### src/rtl/ram_arb_pkg.sv
// Shared constants, index-width helper and arbiter state encoding for the RAM port arbiters.
package ram_arb_pkg;

  localparam int CReqCntMax = 8;

  typedef enum logic [0:0] {
    ArbFree   = 1'b0,
    ArbLocked = 1'b1
  } arb_state_e;

  // ceil(log2(n)), never below 1 so a two-entry index still has a bit.
  function automatic int idx_width(input int n);
    int w;
    w = 1;
    while ((1 << w) < n) begin
      w = w + 1;
    end
    return w;
  endfunction

endpackage

### src/rtl/ram_port_arb_if.sv
// Requester-side and RAM-side bus of ram_port_arb; master = clients plus RAM, slave = arbiter.
interface ram_port_arb_if #(
  parameter int CAddrLen = 11,
  parameter int CDataLen = 8,
  parameter int CReqCnt  = 3
);

  logic [CReqCnt*CAddrLen-1:0] AReqAddr;
  logic [CReqCnt*CDataLen-1:0] AReqMosi;
  logic [CReqCnt-1:0]          AReqWrEn;
  logic [CReqCnt-1:0]          AReqRdEn;
  logic [CReqCnt-1:0]          AReqLock;
  logic [CReqCnt-1:0]          AReqAck;
  logic [CDataLen-1:0]         AReqMiso;
  logic [CReqCnt-1:0]          AReqMisoVld;
  logic [CAddrLen-1:0]         ARamAddr;
  logic [CDataLen-1:0]         ARamMosi;
  logic                        ARamWrEn;
  logic                        ARamRdEn;
  logic                        ARamClkEn;
  logic [CDataLen-1:0]         ARamMiso;

  modport master (
    output AReqAddr, AReqMosi, AReqWrEn, AReqRdEn, AReqLock, ARamMiso,
    input  AReqAck, AReqMiso, AReqMisoVld,
    input  ARamAddr, ARamMosi, ARamWrEn, ARamRdEn, ARamClkEn
  );

  modport slave (
    input  AReqAddr, AReqMosi, AReqWrEn, AReqRdEn, AReqLock, ARamMiso,
    output AReqAck, AReqMiso, AReqMisoVld,
    output ARamAddr, ARamMosi, ARamWrEn, ARamRdEn, ARamClkEn
  );

endinterface

### src/rtl/ram_port_arb_rr_pick.sv
// rr_pick: combinational round-robin picker, searching upward from last+1 with wrap.
module rr_pick
  import ram_arb_pkg::*;
#(
  parameter int CReqCnt = 3,
  parameter int CIdxLen = idx_width(CReqCnt)
) (
  input  logic [CReqCnt-1:0] req_i,
  input  logic [CIdxLen-1:0] last_i,
  output logic [CReqCnt-1:0] gnt_o,
  output logic [CIdxLen-1:0] idx_o,
  output logic               vld_o
);

  // Candidates in priority order are last+1 .. last+CReqCnt modulo CReqCnt.
  always_comb begin
    logic [CIdxLen:0]   sum_s;
    logic [CIdxLen-1:0] cand_s;
    logic               hit_s;
    gnt_o  = '0;
    idx_o  = '0;
    vld_o  = 1'b0;
    sum_s  = '0;
    cand_s = '0;
    hit_s  = 1'b0;
    for (int k = 1; k <= CReqCnt; k++) begin
      sum_s  = {1'b0, last_i} + (CIdxLen+1)'(k);
      cand_s = (sum_s >= (CIdxLen+1)'(CReqCnt)) ?
               CIdxLen'(sum_s - (CIdxLen+1)'(CReqCnt)) : CIdxLen'(sum_s);
      hit_s  = req_i[cand_s] & ~vld_o;
      gnt_o[cand_s] = gnt_o[cand_s] | hit_s;
      idx_o  = hit_s ? cand_s : idx_o;
      vld_o  = vld_o | hit_s;
    end
  end

endmodule

### src/rtl/ram_port_arb.sv
// Round-robin arbiter sharing one RAM port among CReqCnt requesters with read-data return.
// Optional requester locking is built when RAM_ARB_LOCK_EN is defined.
module ram_port_arb
  import ram_arb_pkg::*;
#(
  parameter int CAddrLen = 11,
  parameter int CDataLen = 8,
  parameter int CReqCnt  = 3
) (
  input  logic          AClk,
  input  logic          AResetN,
  ram_port_arb_if.slave bus
);

  localparam int CIdxLen = idx_width(CReqCnt);

  logic [CReqCnt-1:0] pend_s;
  logic [CReqCnt-1:0] elig_s;
  logic [CReqCnt-1:0] gnt_s;
  logic [CIdxLen-1:0] gnt_idx_s;
  logic               gnt_vld_s;
  logic               gnt_wr_s;
  logic               gnt_rd_s;
  logic [CIdxLen-1:0] flast_d, flast_q;
  logic [CReqCnt-1:0] rd_pend_d, rd_pend_q;

  assign pend_s = bus.AReqWrEn | bus.AReqRdEn;

`ifdef RAM_ARB_LOCK_EN
  arb_state_e         state_d, state_q;
  logic [CIdxLen-1:0] lock_own_d, lock_own_q;

  // While locked, only the owner is eligible even when it is idle.
  always_comb begin
    elig_s = pend_s;
    if (state_q == ArbLocked) begin
      elig_s = pend_s & (CReqCnt'(1'b1) << lock_own_q);
    end else begin
      elig_s = pend_s;
    end
  end

  always_comb begin
    state_d    = state_q;
    lock_own_d = lock_own_q;
    case (state_q)
      ArbFree: begin
        if (gnt_vld_s && bus.AReqLock[gnt_idx_s]) begin
          state_d    = ArbLocked;
          lock_own_d = gnt_idx_s;
        end else begin
          state_d    = ArbFree;
        end
      end
      ArbLocked: begin
        if (!bus.AReqLock[lock_own_q]) begin
          state_d = ArbFree;
        end else begin
          state_d = ArbLocked;
        end
      end
      default: begin
        state_d = ArbFree;
      end
    endcase
  end

  always_ff @(posedge AClk) begin
    if (!AResetN) begin
      state_q    <= ArbFree;
      lock_own_q <= '0;
    end else begin
      state_q    <= state_d;
      lock_own_q <= lock_own_d;
    end
  end
`else
  logic unused_lock_s;
  assign unused_lock_s = ^bus.AReqLock;
  assign elig_s        = pend_s;
`endif

  rr_pick #(
    .CReqCnt (CReqCnt),
    .CIdxLen (CIdxLen)
  ) u_rr_pick (
    .req_i  (elig_s),
    .last_i (flast_q),
    .gnt_o  (gnt_s),
    .idx_o  (gnt_idx_s),
    .vld_o  (gnt_vld_s)
  );

  // Write wins when both enables are set, so such a grant never issues a read.
  assign gnt_wr_s = gnt_vld_s & bus.AReqWrEn[gnt_idx_s];
  assign gnt_rd_s = gnt_vld_s & bus.AReqRdEn[gnt_idx_s] & ~bus.AReqWrEn[gnt_idx_s];

  assign bus.ARamClkEn = 1'b1;

  always_comb begin
    bus.AReqAck     = '0;
    bus.ARamAddr    = '0;
    bus.ARamMosi    = '0;
    bus.ARamWrEn    = 1'b0;
    bus.ARamRdEn    = 1'b0;
    bus.AReqMisoVld = '0;
    bus.AReqMiso    = '0;
    if (AResetN && gnt_vld_s) begin
      bus.AReqAck  = gnt_s;
      bus.ARamAddr = bus.AReqAddr[int'(gnt_idx_s)*CAddrLen +: CAddrLen];
      bus.ARamMosi = bus.AReqMosi[int'(gnt_idx_s)*CDataLen +: CDataLen];
      bus.ARamWrEn = gnt_wr_s;
      bus.ARamRdEn = gnt_rd_s;
    end else begin
      bus.AReqAck  = '0;
      bus.ARamWrEn = 1'b0;
      bus.ARamRdEn = 1'b0;
    end
    // Gating on AResetN drops a read return that collides with reset.
    if (AResetN && (|rd_pend_q)) begin
      bus.AReqMisoVld = rd_pend_q;
      bus.AReqMiso    = bus.ARamMiso;
    end else begin
      bus.AReqMisoVld = '0;
      bus.AReqMiso    = '0;
    end
  end

  always_comb begin
    flast_d   = flast_q;
    rd_pend_d = '0;
    if (gnt_vld_s) begin
      flast_d   = gnt_idx_s;
      rd_pend_d = gnt_rd_s ? gnt_s : '0;
    end else begin
      flast_d   = flast_q;
      rd_pend_d = '0;
    end
  end

  // Reset places the last winner at the top index so requester 0 is searched first.
  always_ff @(posedge AClk) begin
    if (!AResetN) begin
      flast_q   <= CIdxLen'(CReqCnt-1);
      rd_pend_q <= '0;
    end else begin
      flast_q   <= flast_d;
      rd_pend_q <= rd_pend_d;
    end
  end

endmodule

### src/flat_wrapper.sv
// flat-port wrapper written by rule: the top's interface ports become plain ports
module ram_port_arb_flat import ram_arb_pkg::*;
#(
  parameter int CAddrLen = 11,
  parameter int CDataLen = 8,
  parameter int CReqCnt  = 3
)
  (AClk, AResetN, bus_AReqAddr, bus_AReqMosi, bus_AReqWrEn, bus_AReqRdEn, bus_AReqLock, bus_ARamMiso, bus_AReqAck, bus_AReqMiso, bus_AReqMisoVld, bus_ARamAddr, bus_ARamMosi, bus_ARamWrEn, bus_ARamRdEn, bus_ARamClkEn);
  ram_port_arb_if #(.CAddrLen(CAddrLen), .CDataLen(CDataLen), .CReqCnt(CReqCnt)) bus_i ();
  input  logic AClk;
  input  logic AResetN;
  input wire logic [$bits(bus_i.AReqAddr)-1:0] bus_AReqAddr;
  input wire logic [$bits(bus_i.AReqMosi)-1:0] bus_AReqMosi;
  input wire logic [$bits(bus_i.AReqWrEn)-1:0] bus_AReqWrEn;
  input wire logic [$bits(bus_i.AReqRdEn)-1:0] bus_AReqRdEn;
  input wire logic [$bits(bus_i.AReqLock)-1:0] bus_AReqLock;
  input wire logic [$bits(bus_i.ARamMiso)-1:0] bus_ARamMiso;
  output wire logic [$bits(bus_i.AReqAck)-1:0] bus_AReqAck;
  output wire logic [$bits(bus_i.AReqMiso)-1:0] bus_AReqMiso;
  output wire logic [$bits(bus_i.AReqMisoVld)-1:0] bus_AReqMisoVld;
  output wire logic [$bits(bus_i.ARamAddr)-1:0] bus_ARamAddr;
  output wire logic [$bits(bus_i.ARamMosi)-1:0] bus_ARamMosi;
  output wire logic [$bits(bus_i.ARamWrEn)-1:0] bus_ARamWrEn;
  output wire logic [$bits(bus_i.ARamRdEn)-1:0] bus_ARamRdEn;
  output wire logic [$bits(bus_i.ARamClkEn)-1:0] bus_ARamClkEn;
  assign bus_i.AReqAddr = bus_AReqAddr;
  assign bus_i.AReqMosi = bus_AReqMosi;
  assign bus_i.AReqWrEn = bus_AReqWrEn;
  assign bus_i.AReqRdEn = bus_AReqRdEn;
  assign bus_i.AReqLock = bus_AReqLock;
  assign bus_i.ARamMiso = bus_ARamMiso;
  assign bus_AReqAck = bus_i.AReqAck;
  assign bus_AReqMiso = bus_i.AReqMiso;
  assign bus_AReqMisoVld = bus_i.AReqMisoVld;
  assign bus_ARamAddr = bus_i.ARamAddr;
  assign bus_ARamMosi = bus_i.ARamMosi;
  assign bus_ARamWrEn = bus_i.ARamWrEn;
  assign bus_ARamRdEn = bus_i.ARamRdEn;
  assign bus_ARamClkEn = bus_i.ARamClkEn;
  ram_port_arb #(.CAddrLen(CAddrLen), .CDataLen(CDataLen), .CReqCnt(CReqCnt)) u_core (.AClk(AClk), .AResetN(AResetN), .bus(bus_i));
endmodule
### config.mk
export PLATFORM = sky130hd
export DESIGN_NAME = ram_port_arb_flat
export DESIGN_NICKNAME = d
export VERILOG_FILES = /design/src/rtl/ram_arb_pkg.sv /design/src/rtl/ram_port_arb_if.sv /design/src/rtl/ram_port_arb_rr_pick.sv /design/src/rtl/ram_port_arb.sv /design/src/flat_wrapper.sv
export SDC_FILE = /design/constraint.sdc
export NUM_CORES = 1
export LEC_CHECK = 0
export BUFFER_PORTS_ARGS = -buffer_cell sky130_fd_sc_hd__buf_2
export CAP_MARGIN = 20
export CORE_MARGIN = 2
export CORE_UTILIZATION = 38
export CTS_CLUSTER_DIAMETER = 150
export CTS_CLUSTER_SIZE = 28
export DETAILED_ROUTE_END_ITERATION = 12
export HOLD_SLACK_MARGIN = 0.1
export PLACE_DENSITY = 0.84
export SLEW_MARGIN = 10
export SYNTH_ARGS = -nofsm -noshare
export SYNTH_HDL_FRONTEND = slang
export SYNTH_SLANG_ARGS = --single-unit
### constraint.sdc
create_clock -name AClk -period 2.9 [get_ports AClk]
set_input_delay 0.58 -clock AClk [delete_from_list [all_inputs] [get_ports AClk]]
set_output_delay 0.58 -clock AClk [all_outputs]
set_load 0.1 [all_outputs]
==> results, run 1 <==
- The run stopped with a tool error.
- The step where the flow halted is 4_1_cts.
- The first error in the log reads "[ERROR DPL-0038] Utilization greater than 100%, impossible to legalize".
- The predominant post-synthesis flop cell is sky130_fd_sc_hd__dfxtp_1.
- The synthesized design spends more area on one cell type than any other, namely sky130_fd_sc_hd__mux2i_1.
- In this run, synthesis produced a sequential element count of 5.
- At the end of routability-driven placement, the weighted congestion stood at 0.8779.
- Sorting the synthesized cells by area gives the leading types as sky130_fd_sc_hd__mux2i_1, sky130_fd_sc_hd__a211oi_1, sky130_fd_sc_hd__nor2_1.
- The synthesized instance count is 171.
- Counting the buffers created by CTS gives 3.
- The count of flip-flops with a built-in enable after synthesis is 0.
- The overall die height is 61.35 um.
- The most numerous cell in the Yosys netlist is sky130_fd_sc_hd__nor2_1.
- Summed over its instances, the top area cell type makes up 16.82% of the synthesized netlist area.
- The count of cell types in the netlist is 44.
- The per-instance average area after synthesis is 7.310 um^2.
- The fraction of the yosys area taken by sequential cells is 8.008%.
- The effective utilization at floorplan is 40.28%.
- The count of buffers added on input and output ports is 107.
- By count the netlist is led by sky130_fd_sc_hd__nor2_1, sky130_fd_sc_hd__mux2i_1, sky130_fd_sc_hd__a211oi_1.
- In this run the cell area of the synthesized design comes to 1250 um^2.
- Clock tree synthesis found a total of 5 sinks.
- Post-CTS repair changed the size of 86 cells.
- The clock passes through at most 2 buffers.
- The floorplan step set the die width to 61.35 um.
- Yosys printed 0 warnings.
- After clock tree synthesis, the setup repair step added 10 buffers.
- The count of pins on the block boundary is 112.
- The share of synthesized registers carrying an async set or reset is 0%.
- The quantity of hold-fixing buffers added after cts is 0.
- The clock root buffer master is sky130_fd_sc_hd__clkbuf_4.
- The synthesized netlist net count is 251.
- The sum of net half-perimeters after detailed placement is 4.889 mm.
- The level count of the clock H-tree is 1.
- The number of rows created at floorplan is 20.
[cells by family after synthesis]
kind of cell,count (synthesis),synth area share [%]
simple gates,69,29.43
compound gates,54,33.43
mux,21,16.82
buf+inv,17,8.007
flops,5,8.008
fa+ha+maj,4,4.004
other cells,1,0.3000
[through the flow]
stage	cell area (um^2)	setup WS, ns	util (%)	std cells	TNS (ns)
floorplan	1687	-0.2527	-	171	-4.598
global placement	2706	-0.09252	87.22	356	-0.9569
detailed placement	2706	-0.1644	87.22	356	-1.898
==> run 2: changes to the inputs <==
- CORE_AREA: default -> 2 2 63 65
- CORE_MARGIN: 2 -> default
- CORE_UTILIZATION: 38 -> default
- CTS_CLUSTER_DIAMETER: 150 -> default
- CTS_CLUSTER_SIZE: 28 -> default
- DIE_AREA: default -> 0 0 65 67
- HOLD_SLACK_MARGIN: 0.1 -> default
- PLACE_DENSITY: 0.84 -> default
- PLACE_DENSITY_LB_ADDON: default -> 0.15
==> run 2 against run 1 <==
  * Area after synthesis is the same
  * The flow now finishes, with violations (setup timing)
  * Synthesized cell count did not move
==> results, run 2 <==
- The run finished, with violations left.
- The final reports fail on setup timing.
- The clock buffer count from CTS is 3 (unchanged).
- The die outline area is 4355 um^2.
- The worst setup margin is -0.1913 ns.
- In the global route stage, overall resource usage came out at 23.70%.
- The number of antenna violations at the first check in global routing came to 0.
- The cell type with the largest total area after synthesis is sky130_fd_sc_hd__mux2i_1.
- Yosys instantiated no cell more often than sky130_fd_sc_hd__nor2_1.
- The synthesis-stage register bit count is 5 (unchanged).
- The number of nets with antenna violations after detailed routing is 0.
- In the layout the commonest cells are sky130_fd_sc_hd__buf_2, sky130_fd_sc_hd__buf_12, sky130_fd_sc_hd__buf_4.
- Ranked by flip-flop count, first place goes to u_core.rd_pend_q.
- Setup repair after global routing could not meet its margin everywhere.
- The uppermost layer routed is met4.
- The count of pins on the block boundary was 112 (unchanged).
- The netlist area before placement came to 1250 um^2 (unchanged).
- The most common cell after layout, fill and taps aside is sky130_fd_sc_hd__buf_2.
- Of the cells placed in the final design, the portion with a size suffix greater than 1 is 70.36%.
- For the worst-skew pair, the clock arrives at the later sink with an insertion delay of 0.23 ns.
- The first global-routing pass estimated 8.162 mm of wire.
- The antenna diode count is 0.
- In this run, the number of DRC markers left after iteration 0 of detailed routing was 103.
- The number of rows created at floorplan came to 22 (+10%).
- The share of synthesized registers carrying an async set or reset is 0% (unchanged).
- The clock skew after layout is 0.002912 ns.
- After synthesis, the cell types taking the most area are sky130_fd_sc_hd__mux2i_1, sky130_fd_sc_hd__a211oi_1, sky130_fd_sc_hd__nor2_1.
- The level count of the clock H-tree was 1 (unchanged).
- The class of the tightest hold or removal check is register to register.
- The fraction of post-synthesis cell area in the top cell type by area is 16.82% (unchanged).
- The weighted congestion reported at the end of routability-driven placement is 0.8658 (-1.4%).
- The aggregate negative setup slack is -2.636 ns.
- The via count of the first global-routing pass is 1838.
- The quantity of hold-fixing buffers added after cts is 0 (unchanged).
- The count of clock tree sinks is 5 (unchanged).
- The fraction of the yosys area taken by sequential cells is 8.008% (unchanged).
- The per-instance average area after synthesis is 7.310 um^2 (unchanged).
- The predominant post-synthesis flop cell is sky130_fd_sc_hd__dfxtp_1.
- The buffer levels on the longest clock path is 2 (unchanged).
- The critical path data arrival time is 2.51 ns.
- The minimum clock period is 3.091 ns.
- The synthesized instance count is 171 (unchanged).
- The synthesized netlist net count came to 251 (unchanged).
- The overall die height is 67 um (+9.2%).
- The endpoint class of the critical path is an output pin.
- The effective utilization at floorplan is 34.66% (-5.6 points).
- The area used by sequential logic in the layout is 105.1 um^2.
- The count of maximum capacitance violations is 0.
- The largest driver fanout on the critical path is 6.
- By count the netlist is led by sky130_fd_sc_hd__nor2_1, sky130_fd_sc_hd__mux2i_1, sky130_fd_sc_hd__a211oi_1.
- The count of port buffers added during placement is 107 (unchanged).
- The root buffer cell chosen for the clock tree is sky130_fd_sc_hd__clkbuf_8.
- The number of iterations in the first detailed-routing pass is 4.
- The count of flip-flops with a built-in enable after synthesis was 0 (unchanged).
- The sum of routed wire segments on met1 is 1.996 mm.
- The final count of pins violating max slew is 0.
- The total overflow left after global routing is 0.
- The die span in x is 65 um (+5.9%).
- The core region is 3606 um^2.
- The net count reported at finish is 388.
- For this run, the share of the core covered by cells in the final layout is 85.46%.
- Summed over all nets, wire length on met3 after detailed routing comes to 473 um.
- The clock transition at the registers of the reported paths is 0.04 ns.
- Relative to the synthesized area, the layout overhead comes to 146.5%.
- The final hold violation count is 0.
- The worst setup path is of the register to output pin kind.
- The count of synthesis-stage warnings from yosys is 0 (unchanged).
- The post-route fraction of the period consumed by the critical path is 106.6%.
- The area taken by multi-input logic gates is 1559 um^2.
- Static timing analysis puts the maximum clock frequency at 323.5 MHz.
- The filler cells instantiated in the layout total 194.
- Entering global routing, the biggest net connects 18 pins.
- The average wire length per cell after detail routing is 15.47 um.
- The flip-flop count of the largest register after layout is 3.
- Detailed routing inserted a total of 1910 vias.
- Wires add up to 5.493 mm.
- After detailed routing, the number of vias per cell comes to 5.380.
- The clock tree from TritonCTS is built.
- The post-route DRC violation count is 0.
- The count of cell types in the netlist is 44 (unchanged).
- The required time reported for the critical path endpoint is 2.32 ns.
- The number of setup violations in the final report is 23.
- The sum of net half-perimeters after detailed placement came to 3.887 mm (-20%).
- Summed over all nets, wire length on met2 after detailed routing comes to 2.964 mm.
- The largest registers in the layout are u_core.rd_pend_q (3), u_core.flast_q (2).
- The worst setup path is launched from a register.
run 2: cell counts after synthesis:
Identical to the previous run, type by type.
run 2: timing repair:
item	CTS	global route
pin swaps	13	16
setup endpoints to repair	24	24
gates resized for setup	24	14
cloned	1	2
setup buffers	11	1
run 2: final timing paths:
kind                                         from             endpoint  slack, ns  cells past startpoint
worst max-delay path            u_core.flast_q[0]       bus_AReqAck[0]      -0.19                     11
worst min register to register  u_core.flast_q[1]    u_core.flast_q[1]       0.57                      2
worst max register to register  u_core.flast_q[0]  u_core.rd_pend_q[0]       0.58                     11
worst min-delay path            u_core.flast_q[1]    u_core.flast_q[1]       0.57                      2
run 2: cell type report:
class                           count  area share, %
Clock inverter                      1         0.1624
Clock buffer                        3          1.340
Inverter                            4         0.6496
Tap cell                           48          1.949
Sequential cell                     5          3.410
Timing Repair Buffer              144          41.90
Multi-Input combinational cell    150          50.59
run 2: kinds of logic after synthesis:
group / after synthesis / synth area share (%)
compound gates: 54 / 33.43
fa+ha+maj: 4 / 4.004
buf+inv: 17 / 8.007
flops: 5 / 8.008
mux: 21 / 16.82
other cells: 1 / 0.3000
simple gates: 69 / 29.43
run 2: worst max-delay path: stages (launching register included):
cell	delay, ns
sky130_fd_sc_hd__dfxtp_4	0.37
sky130_fd_sc_hd__inv_6	0.05
sky130_fd_sc_hd__ha_4	0.29
sky130_fd_sc_hd__buf_6	0.13
sky130_fd_sc_hd__buf_6	0.10
sky130_fd_sc_hd__nor3_2	0.04
sky130_fd_sc_hd__o31a_1	0.24
sky130_fd_sc_hd__or4_4	0.43
sky130_fd_sc_hd__o211ai_4	0.14
sky130_fd_sc_hd__nand2_2	0.13
sky130_fd_sc_hd__a21oi_4	0.17
sky130_fd_sc_hd__buf_12	0.19
run 2: routing by layer:
metal	track usage, %	vias up
met1	25.48	895
met2	47.94	106
met3	4.561	9
met4	3.723	0
li1	-	900
met5	0	-
run 2: per-stage QoR:
| stage | instance area [um^2] | hold WS, ns | setup WS, ns | cells |
|---|---|---|---|---|
| 6_report | 3082 | 0.5661 | -0.1913 | 355 |
| 5_1_grt | 3082 | 0.5988 | -0.2415 | 355 |
| 4_1_cts | 2972 | 0.5554 | -0.1319 | 352 |
| 3_5_place_dp | 2726 | 0.5541 | 0.02567 | 336 |
| 3_3_place_gp | 2726 | 0.5477 | 0.03262 | 336 |
| 2_1_floorplan | 1687 | 0.5511 | -0.2527 | 171 |
Power of run 2 is left out: the tool's default activity adds up to more than one toggle a clock period on the data nets, which glitch-free logic cannot reach.
==> run 3: changes to the inputs <==
- MAX_ROUTING_LAYER: default -> met4
==> run 3 against run 2 <==
  * The run still ends with setup timing left
  * Die area unchanged
  * Register-to-register slack worse by 0.22 ns
  * Critical path depth unchanged
  * Hold slack better by 0.048 ns
  * Final cell count up 4.5%
  * Setup slack worse by 0.086 ns
==> results, run 3 (synthesis results as in run 2) <==
- The flow ran to the end, but the final reports show violations.
- The checks that failed: setup timing.
- The number of rows created at floorplan is 22 (unchanged).
- The routing usage on met2 was 56.06% (+8.1 points).
- The quantity of hold-fixing buffers added after cts is 0 (unchanged).
- The pin count of the biggest net entering global routing is 18 (unchanged).
- The critical path depth is 11 (unchanged).
- The overall fraction of global-route tracks in use was 31.01% (+7.3 points).
- The buffer levels on the longest clock path was 2 (unchanged).
- The family with the most delay on the worst path is buffers and inverters.
- The longest individual stage delay on the worst path came to 0.45 ns (+0.02 ns).
- The number of antenna violations at the first check in global routing is 0 (unchanged).
- The sum of net half-perimeters after detailed placement is 4.111 mm (+5.8%).
- Compared with the post-synthesis result, the final layout area differs by 161.6%.
- The count of pins on the block boundary is 112 (unchanged).
- The worst setup path is captured at an output pin.
- The reg-to-reg startpoint is u_core.flast_q[0].
- The via count of the first global-routing pass came to 2153 (+17%).
- The layer carrying the most global-route usage is met2.
- The filler cell count came to 146 (-25%).
- The master of the slowest instance on the critical path is sky130_fd_sc_hd__a211o_4.
- The critical path data arrival time is 2.60 ns (+0.09 ns).
- The count of maximum capacitance violations is 0 (unchanged).
- The number of setup violations in the final report is 24 (+4.3%).
- The post-route fraction of the period consumed by the critical path is 109.6% (+3.0 points).
- The clock latency on the worst-skew pair is 0.23 ns (about the same).
- The global route total overflow was 0 (unchanged).
- The worst setup margin is -0.2771 ns (-0.08585 ns).
- The fmax is 314.8 MHz (-2.7%).
- The weighted congestion reported at the end of routability-driven placement is 0.8496 (-1.9%).
- The number of cells on the worst reg-to-reg path came to 12 (+1).
- The floorplan core area is 3606 um^2 (unchanged).
- The final count of pins violating max slew is 0 (unchanged).
- The antenna diode count was 0 (unchanged).
- The top register by number of flip-flops is u_core.rd_pend_q.
- The slack of the worst reg-to-reg path was 0.36 ns (-0.22 ns).
- The area used by sequential logic in the layout was 107.6 um^2 (+2.4%).
- The via density per instance came to 5.914 (+9.9%).
- The minimum clock period was 3.177 ns (+0.08585 ns).
- Setup repair after global routing could not meet its margin everywhere.
- The met3 usage is 8.446% (+3.9 points).
- The instance count after placement with tap cells included is 337 (+0.30%).
- The area taken by multi-input logic gates is 1594 um^2 (+2.2%).
- Walking the worst path, the cells encountered are inv_6, ha_4, buf_6, nand2b_4, buf_4, nand2_1, a211o_4, clkbuf_16, nor2_1, a211oi_4, buf_12.
- The post-route DRC violation count was 0 (unchanged).
- The first-pass GRT wire length is 10.15 mm (+24%).
- The final standard cell count with taps included and fillers excluded is 371 (+4.5%).
- The number of design-rule violations left by the first detailed-router iteration was 145 (+41%).
- The critical path buffer and inverter count is 5 (+1).
- The via count of the routed design is 2194 (+15%).
- The critical setup path kind is register to output pin.
- The net count reported at finish came to 404 (+4.1%).
- The minimum setup slack after placement is 0.009123 ns (-0.01654 ns).
- The ratio of cells with drive above 1 in the final layout came to 72.76% (+2.4 points).
- The most critical setup path has its endpoint at bus_ARamAddr[1].
- The clock root buffer master is sky130_fd_sc_hd__clkbuf_8.
- The die outline area is 4355 um^2 (unchanged).
- Leaving out fill and tap cells, the most frequent cells in the layout are sky130_fd_sc_hd__buf_2, sky130_fd_sc_hd__buf_4, sky130_fd_sc_hd__buf_12.
- The required time reported for the critical path endpoint is 2.32 ns (about the same).
- The endpoint identified for the worst register-to-register timing path is u_core.rd_pend_q[0].
- The clock transition at the registers of the reported paths is 0.04 ns (about the same).
- The largest driver fanout on the critical path is 8 (+2).
- The number of nets with antenna violations after detailed routing is 0 (unchanged).
- The startpoint class of the critical path is a register.
- The flip-flop count of the largest register after layout is 3 (unchanged).
- The clock buffer count from CTS was 3 (unchanged).
- The met1 usage is 31.91% (+6.4 points).
- The largest registers in the layout are u_core.rd_pend_q (3), u_core.flast_q (2).
- The clock skew after layout is 0.007652 ns (+0.004740 ns).
- In this run the most critical hold path is launched from u_core.flast_q[1].
- The count of port buffers added during placement came to 107 (unchanged).
- The final hold violation count is 0 (unchanged).
- The number of iterations in the first detailed-routing pass is 4 (unchanged).
- The average wire length per cell after detail routing came to 20.60 um (+33%).
- The class of the tightest hold or removal check is register to register.
- The critical path starts at u_core.flast_q[0].
- The die span in x came to 65 um (unchanged).
- The most common cell after layout, fill and taps aside is sky130_fd_sc_hd__buf_2.
- The total length of routed wires came to 7.644 mm (+39%).
- The level count of the clock H-tree is 1 (unchanged).
- The overall die height is 67 um (unchanged).
- The effective utilization at floorplan is 34.66% (unchanged).
- The count of clock tree sinks came to 5 (unchanged).
- The clock tree from TritonCTS is built.
==> run 3: final cells by class <==
type / instances / area share [%]
clock buffer: 4 / 1.378
timing repair buffer: 160 / 44.13
sequential: 5 / 3.291
inverter: 4 / 0.6123
tap: 48 / 1.837
multi-input combinational: 150 / 48.76
==> run 3: worst min-delay path, delay by kind of cell, from the launching register on <==
kind                   cells  cell delay, ns
buffers and inverters      1            0.10
AOI/OAI and AO/OA          1            0.12
DFF                        1            0.34
==> run 3: repair_timing <==
action                     4_1_cts  5_1_grt
resized for setup               29       15
pin swaps                       15       17
buffers inserted                22        5
setup endpoints to repair       24       24
hold endpoints to repair         0        0
gates cloned                     2        3
==> run 3: through the flow <==
step	setup TNS, ns	hold WS, ns	utilization (%)	cell area [um^2]
final	-5.172	0.6143	90.67	3269
after global routing	-5.847	0.6153	90.67	3269
after CTS	-2.386	0.5700	86.54	3120
after detailed placement	0	0.5882	75.82	2734
after global placement	0	0.5813	75.82	2734
after floorplan	-4.598	0.5511	-	1687
==> run 3: per-layer routing <==
layer  up-vias  wire length, um
met5         -                0
met2       200             4010
met4         0              352
met3        44              717
met1      1019             2563
li1        931                -
==> run 3: worst min path at each step <==
stage | to | slack [ns] | depth (start not counted)
floorplan | u_core.flast_q[1] | 0.55 | 2
global placement | u_core.flast_q[1] | 0.58 | 2
detailed placement | u_core.flast_q[1] | 0.59 | 2
CTS | u_core.flast_q[1] | 0.57 | 2
global route | u_core.flast_q[1] | 0.62 | 2
finish | u_core.flast_q[1] | 0.61 | 2
Power of run 3 is left out for the same reason.
==> run 4: changes to the inputs <==
- CORE_AREA: 2 2 63 65 -> default
- CORE_MARGIN: default -> 2
- CORE_UTILIZATION: default -> 35
- DIE_AREA: 0 0 65 67 -> default
- PLACE_DENSITY: default -> 0.73
- PLACE_DENSITY_LB_ADDON: 0.15 -> default
- SYNTH_HIERARCHICAL: default -> 1
==> run 4 against run 3 <==
  * The flow still finishes with violations (setup timing)
  * Via count increased by 4.8%
  * Final cell count increased by 8.4%
  * Highest routed layer unchanged
  * Die area increased by 5.2%
  * Critical path type unchanged
  * First-iteration DRC count increased by 9.7%
  * Largest cell class unchanged
  * Wire length increased by 15%
  * Fmax decreased by 4.9%
  * Sequential cell count unchanged
  * Synthesized cell count increased by 16%
==> results, run 4 <==
- The detailed router used layers up to and including met4.
- The top register by number of flip-flops is u_core/rd_pend_q.
- The global route total overflow is 0 (unchanged).
- The worst hold path belongs to the class input pin to register.
- The number of antenna violations at the first check in global routing is 1 (+1).
- The fraction of post-synthesis cell area in the top cell type by area is 19.03% (+2.2 points).
- The number of design-rule violations left by the first detailed-router iteration is 159 (+9.7%).
- The floorplan core area is 3943 um^2 (+9.3%).
- The count of clock tree sinks is 5 (unchanged).
- The instance area at placement was 2863 um^2 (+4.7%).
- The count of cell types in the netlist is 49 (+11%).
- The number of setup violations in the final report is 24 (unchanged).
- The weighted congestion reported at the end of routability-driven placement is 0.8474 (-0.26%).
- The effective utilization at floorplan is 36.02% (+1.4 points).
- The overall fraction of global-route tracks in use was 32.02% (+1.0 points).
- The startpoint identified for the worst register-to-register timing path is u_core/flast_q[1].
- The aggregate negative setup slack was -8.413 ns (-3.241 ns).
- The sum of net half-perimeters after detailed placement was 4.361 mm (+6.1%).
- The count of pins on the block boundary is 112 (unchanged).
- The worst setup margin is -0.4420 ns (-0.1649 ns).
- Ranked by total cell area, the synthesized netlist is headed by sky130_fd_sc_hd__mux2i_1, sky130_fd_sc_hd__a21oi_1, sky130_fd_sc_hd__or2_0.
- The average wire length per cell after detail routing is 21.80 um (+5.8%).
- The number of iterations in the first detailed-routing pass came to 4 (unchanged).
- The net count reported at finish is 432 (+6.9%).
- The clock latency on the worst-skew pair was 0.22 ns (about the same).
- Relative to the synthesized area, the layout overhead comes to 148.7%.
- sky130_fd_sc_hd__mux2i_1 takes more of the synthesized area than any other cell.
- The netlist area before placement came to 1420 um^2 (+14%).
- The clock tree from TritonCTS is built.
- Tracing the worst setup path back leads to its startpoint at u_core/flast_q[1].
- The share of synthesized registers carrying an async set or reset was 0% (unchanged).
- The worst setup path is captured at an output pin.
- The number of nets with antenna violations after detailed routing is 0 (unchanged).
- The per-instance average area after synthesis was 7.136 um^2 (-2.4%).
- The via density per instance is 5.721 (-3.3%).
- The post-route fraction of the period consumed by the critical path is 115.2% (+5.7 points).
- The fmax is 299.2 MHz (-4.9%).
- The count of maximum capacitance violations came to 0 (unchanged).
- The count of synthesis-stage warnings from yosys is 6 (+6).
- The die span in x was 67.70 um (+4.2%).
- The final hold violation count is 0 (unchanged).
- The level count of the clock H-tree was 1 (unchanged).
- The via count of the routed design is 2300 (+4.8%).
- The first-pass GRT wire length is 10.54 mm (+3.9%).
- The final reports fail on setup timing.
- The critical setup path kind is register to output pin.
- The via count of the first global-routing pass is 2215 (+2.9%).
- The fraction of the yosys area taken by sequential cells was 7.048% (-0.96 points).
- The overall die height is 67.70 um (+1.0%).
- The final count of pins violating max slew is 0 (unchanged).
- The routed length on met2 is 4.461 mm (+11%).
- The most numerous cell type found on the critical path is sky130_fd_sc_hd__buf_12.
- The sum of routed wire segments on met1 was 3.070 mm (+20%).
- The count of flip-flops with a built-in enable after synthesis is 0 (unchanged).
- The predominant post-synthesis flop cell is sky130_fd_sc_hd__dfxtp_1.
- The required time reported for the critical path endpoint was 2.32 ns (about the same).
- The critical path buffer and inverter count is 4 (-1).
- The clock buffer count from CTS is 3 (unchanged).
- The post-route DRC violation count came to 0 (unchanged).
- The number of rows created at floorplan is 23 (+4.5%).
- The ratio of cells with drive above 1 in the final layout is 75.21% (+2.5 points).
- The clock skew after layout is 0.0006343 ns (-0.007017 ns).
- The largest registers in the layout are u_core/rd_pend_q (3), u_core/flast_q (2).
- The met3 routed wirelength is 628 um (-12%).
- The clock transition at the registers of the reported paths is 0.04 ns (about the same).
- The minimum clock period is 3.342 ns (+0.1649 ns).
- By count the netlist is led by sky130_fd_sc_hd__mux2i_1, sky130_fd_sc_hd__nand2_1, sky130_fd_sc_hd__a21oi_1.
- The total length of routed wires was 8.762 mm (+15%).
- Grouping stages by cell kind, the critical path spends the most delay in compound AO/OA/AOI/OAI gates.
- The post-route cell area was 3532 um^2 (+8.0%).
- The critical path goes through inv_4, buf_4, ha_4, a22oi_2, o22a_1, o21ai_2, o21bai_4, buf_12, mux2i_1, or2_1, a21oi_4, buf_12.
- The worst hold path startpoint is AResetN.
- The most common cell after layout, fill and taps aside is sky130_fd_sc_hd__buf_2.
- The quantity of hold-fixing buffers added after cts is 0 (unchanged).
- For this design, the slowest cell found on the critical path is sky130_fd_sc_hd__dfxtp_4.
- In the layout the commonest cells are sky130_fd_sc_hd__buf_2, sky130_fd_sc_hd__buf_4, sky130_fd_sc_hd__buf_12.
- The die outline area is 4583 um^2 (+5.2%).
- The clock root buffer master is sky130_fd_sc_hd__clkbuf_8.
- The flow ran to the end, but the final reports show violations.
- The flip-flop count of the largest register after layout is 3 (unchanged).
- The pin count of the biggest net entering global routing is 17 (-1).
- The minimum setup slack after placement is -0.3289 ns (-0.3381 ns).
- The most numerous cell in the Yosys netlist is sky130_fd_sc_hd__mux2i_1.
- The longest individual stage delay on the worst path is 0.38 ns (-0.07 ns).
- The synthesis-stage register bit count is 5 (unchanged).
- The synthesized netlist net count is 279 (+11%).
- The synthesized instance count came to 199 (+16%).
- The startpoint class of the critical path is a register.
- The largest driver fanout on the critical path was 8 (unchanged).
- Setup repair after global routing could not meet its margin everywhere.
- The critical path data arrival time is 2.76 ns (+0.16 ns).
- The buffer levels on the longest clock path is 2 (unchanged).
- The count of port buffers added during placement is 107 (unchanged).
- The filler cell count came to 153 (+4.8%).
## run 4: cell count changes after synthesis, sizes merged, moves of 4 or more
| cell | change |
|---|---|
| nor3 | -9 |
| o211ai | -6 |
| o21ai | -4 |
| nor2b | +6 |
| a21oi | +19 |
| a211oi | -19 |
| nor2 | -19 |
| nand2 | +22 |
| mux2i | +6 |
| or2 | +23 |
## run 4: repair_timing
item	in CTS	in global routing
pin swaps	32	25
gates resized for setup	74	37
buffers inserted	12	8
setup endpoints to repair	24	24
cloned	2	0
endpoints found under the hold margin	0	0
## run 4: routing by layer
| metal | GRT usage (%) | up-vias |
|---|---|---|
| li1 | - | 1009 |
| met1 | 32.01 | 1054 |
| met2 | 58.95 | 179 |
| met3 | 4.667 | 58 |
| met4 | 17.86 | 0 |
| met5 | - | - |
## run 4: kinds of logic after synthesis
family	Yosys count	share of synthesized area (%)
and+or+nand+nor	90	35.51
AOI/OAI and AO/OA	48	22.56
muxes	27	19.03
buffers and inverters	24	12.07
DFF	5	7.049
adders and majority gates	4	3.524
other	1	0.2641
## run 4: layout make-up
class                   count  area (um^2)  area share, %
diodes                      1        2.502        0.07085
well taps                  50        62.56          1.771
clock buffers               4        45.04          1.275
inverters                   5        26.28         0.7439
flip-flops and latches      5        107.6          3.046
repair buffers            167         1505          42.61
multi-input cells         170         1783          50.48
## run 4: worst paths after layout
path                                            end  slack, ns  cells after the start
worst max-delay path                bus_ARamAddr[8]      -0.44                     12
worst min register to register    u_core/flast_q[1]       0.72                      3
worst max register to register  u_core/rd_pend_q[2]       0.35                     12
worst min-delay path              u_core/flast_q[1]       0.66                      2
## run 4: stage by stage
step / hold slack [ns] / cells / utilization, %
global placement: 0.5288 / 378 / 72.61
floorplan: 0.4949 / 199 / -
finish: 0.6552 / 402 / 89.59
global route: 0.6792 / 402 / 89.59
detailed placement: 0.5388 / 378 / 72.61
CTS: 0.6134 / 395 / 84.04
Power of run 4 is left out for the same reason.
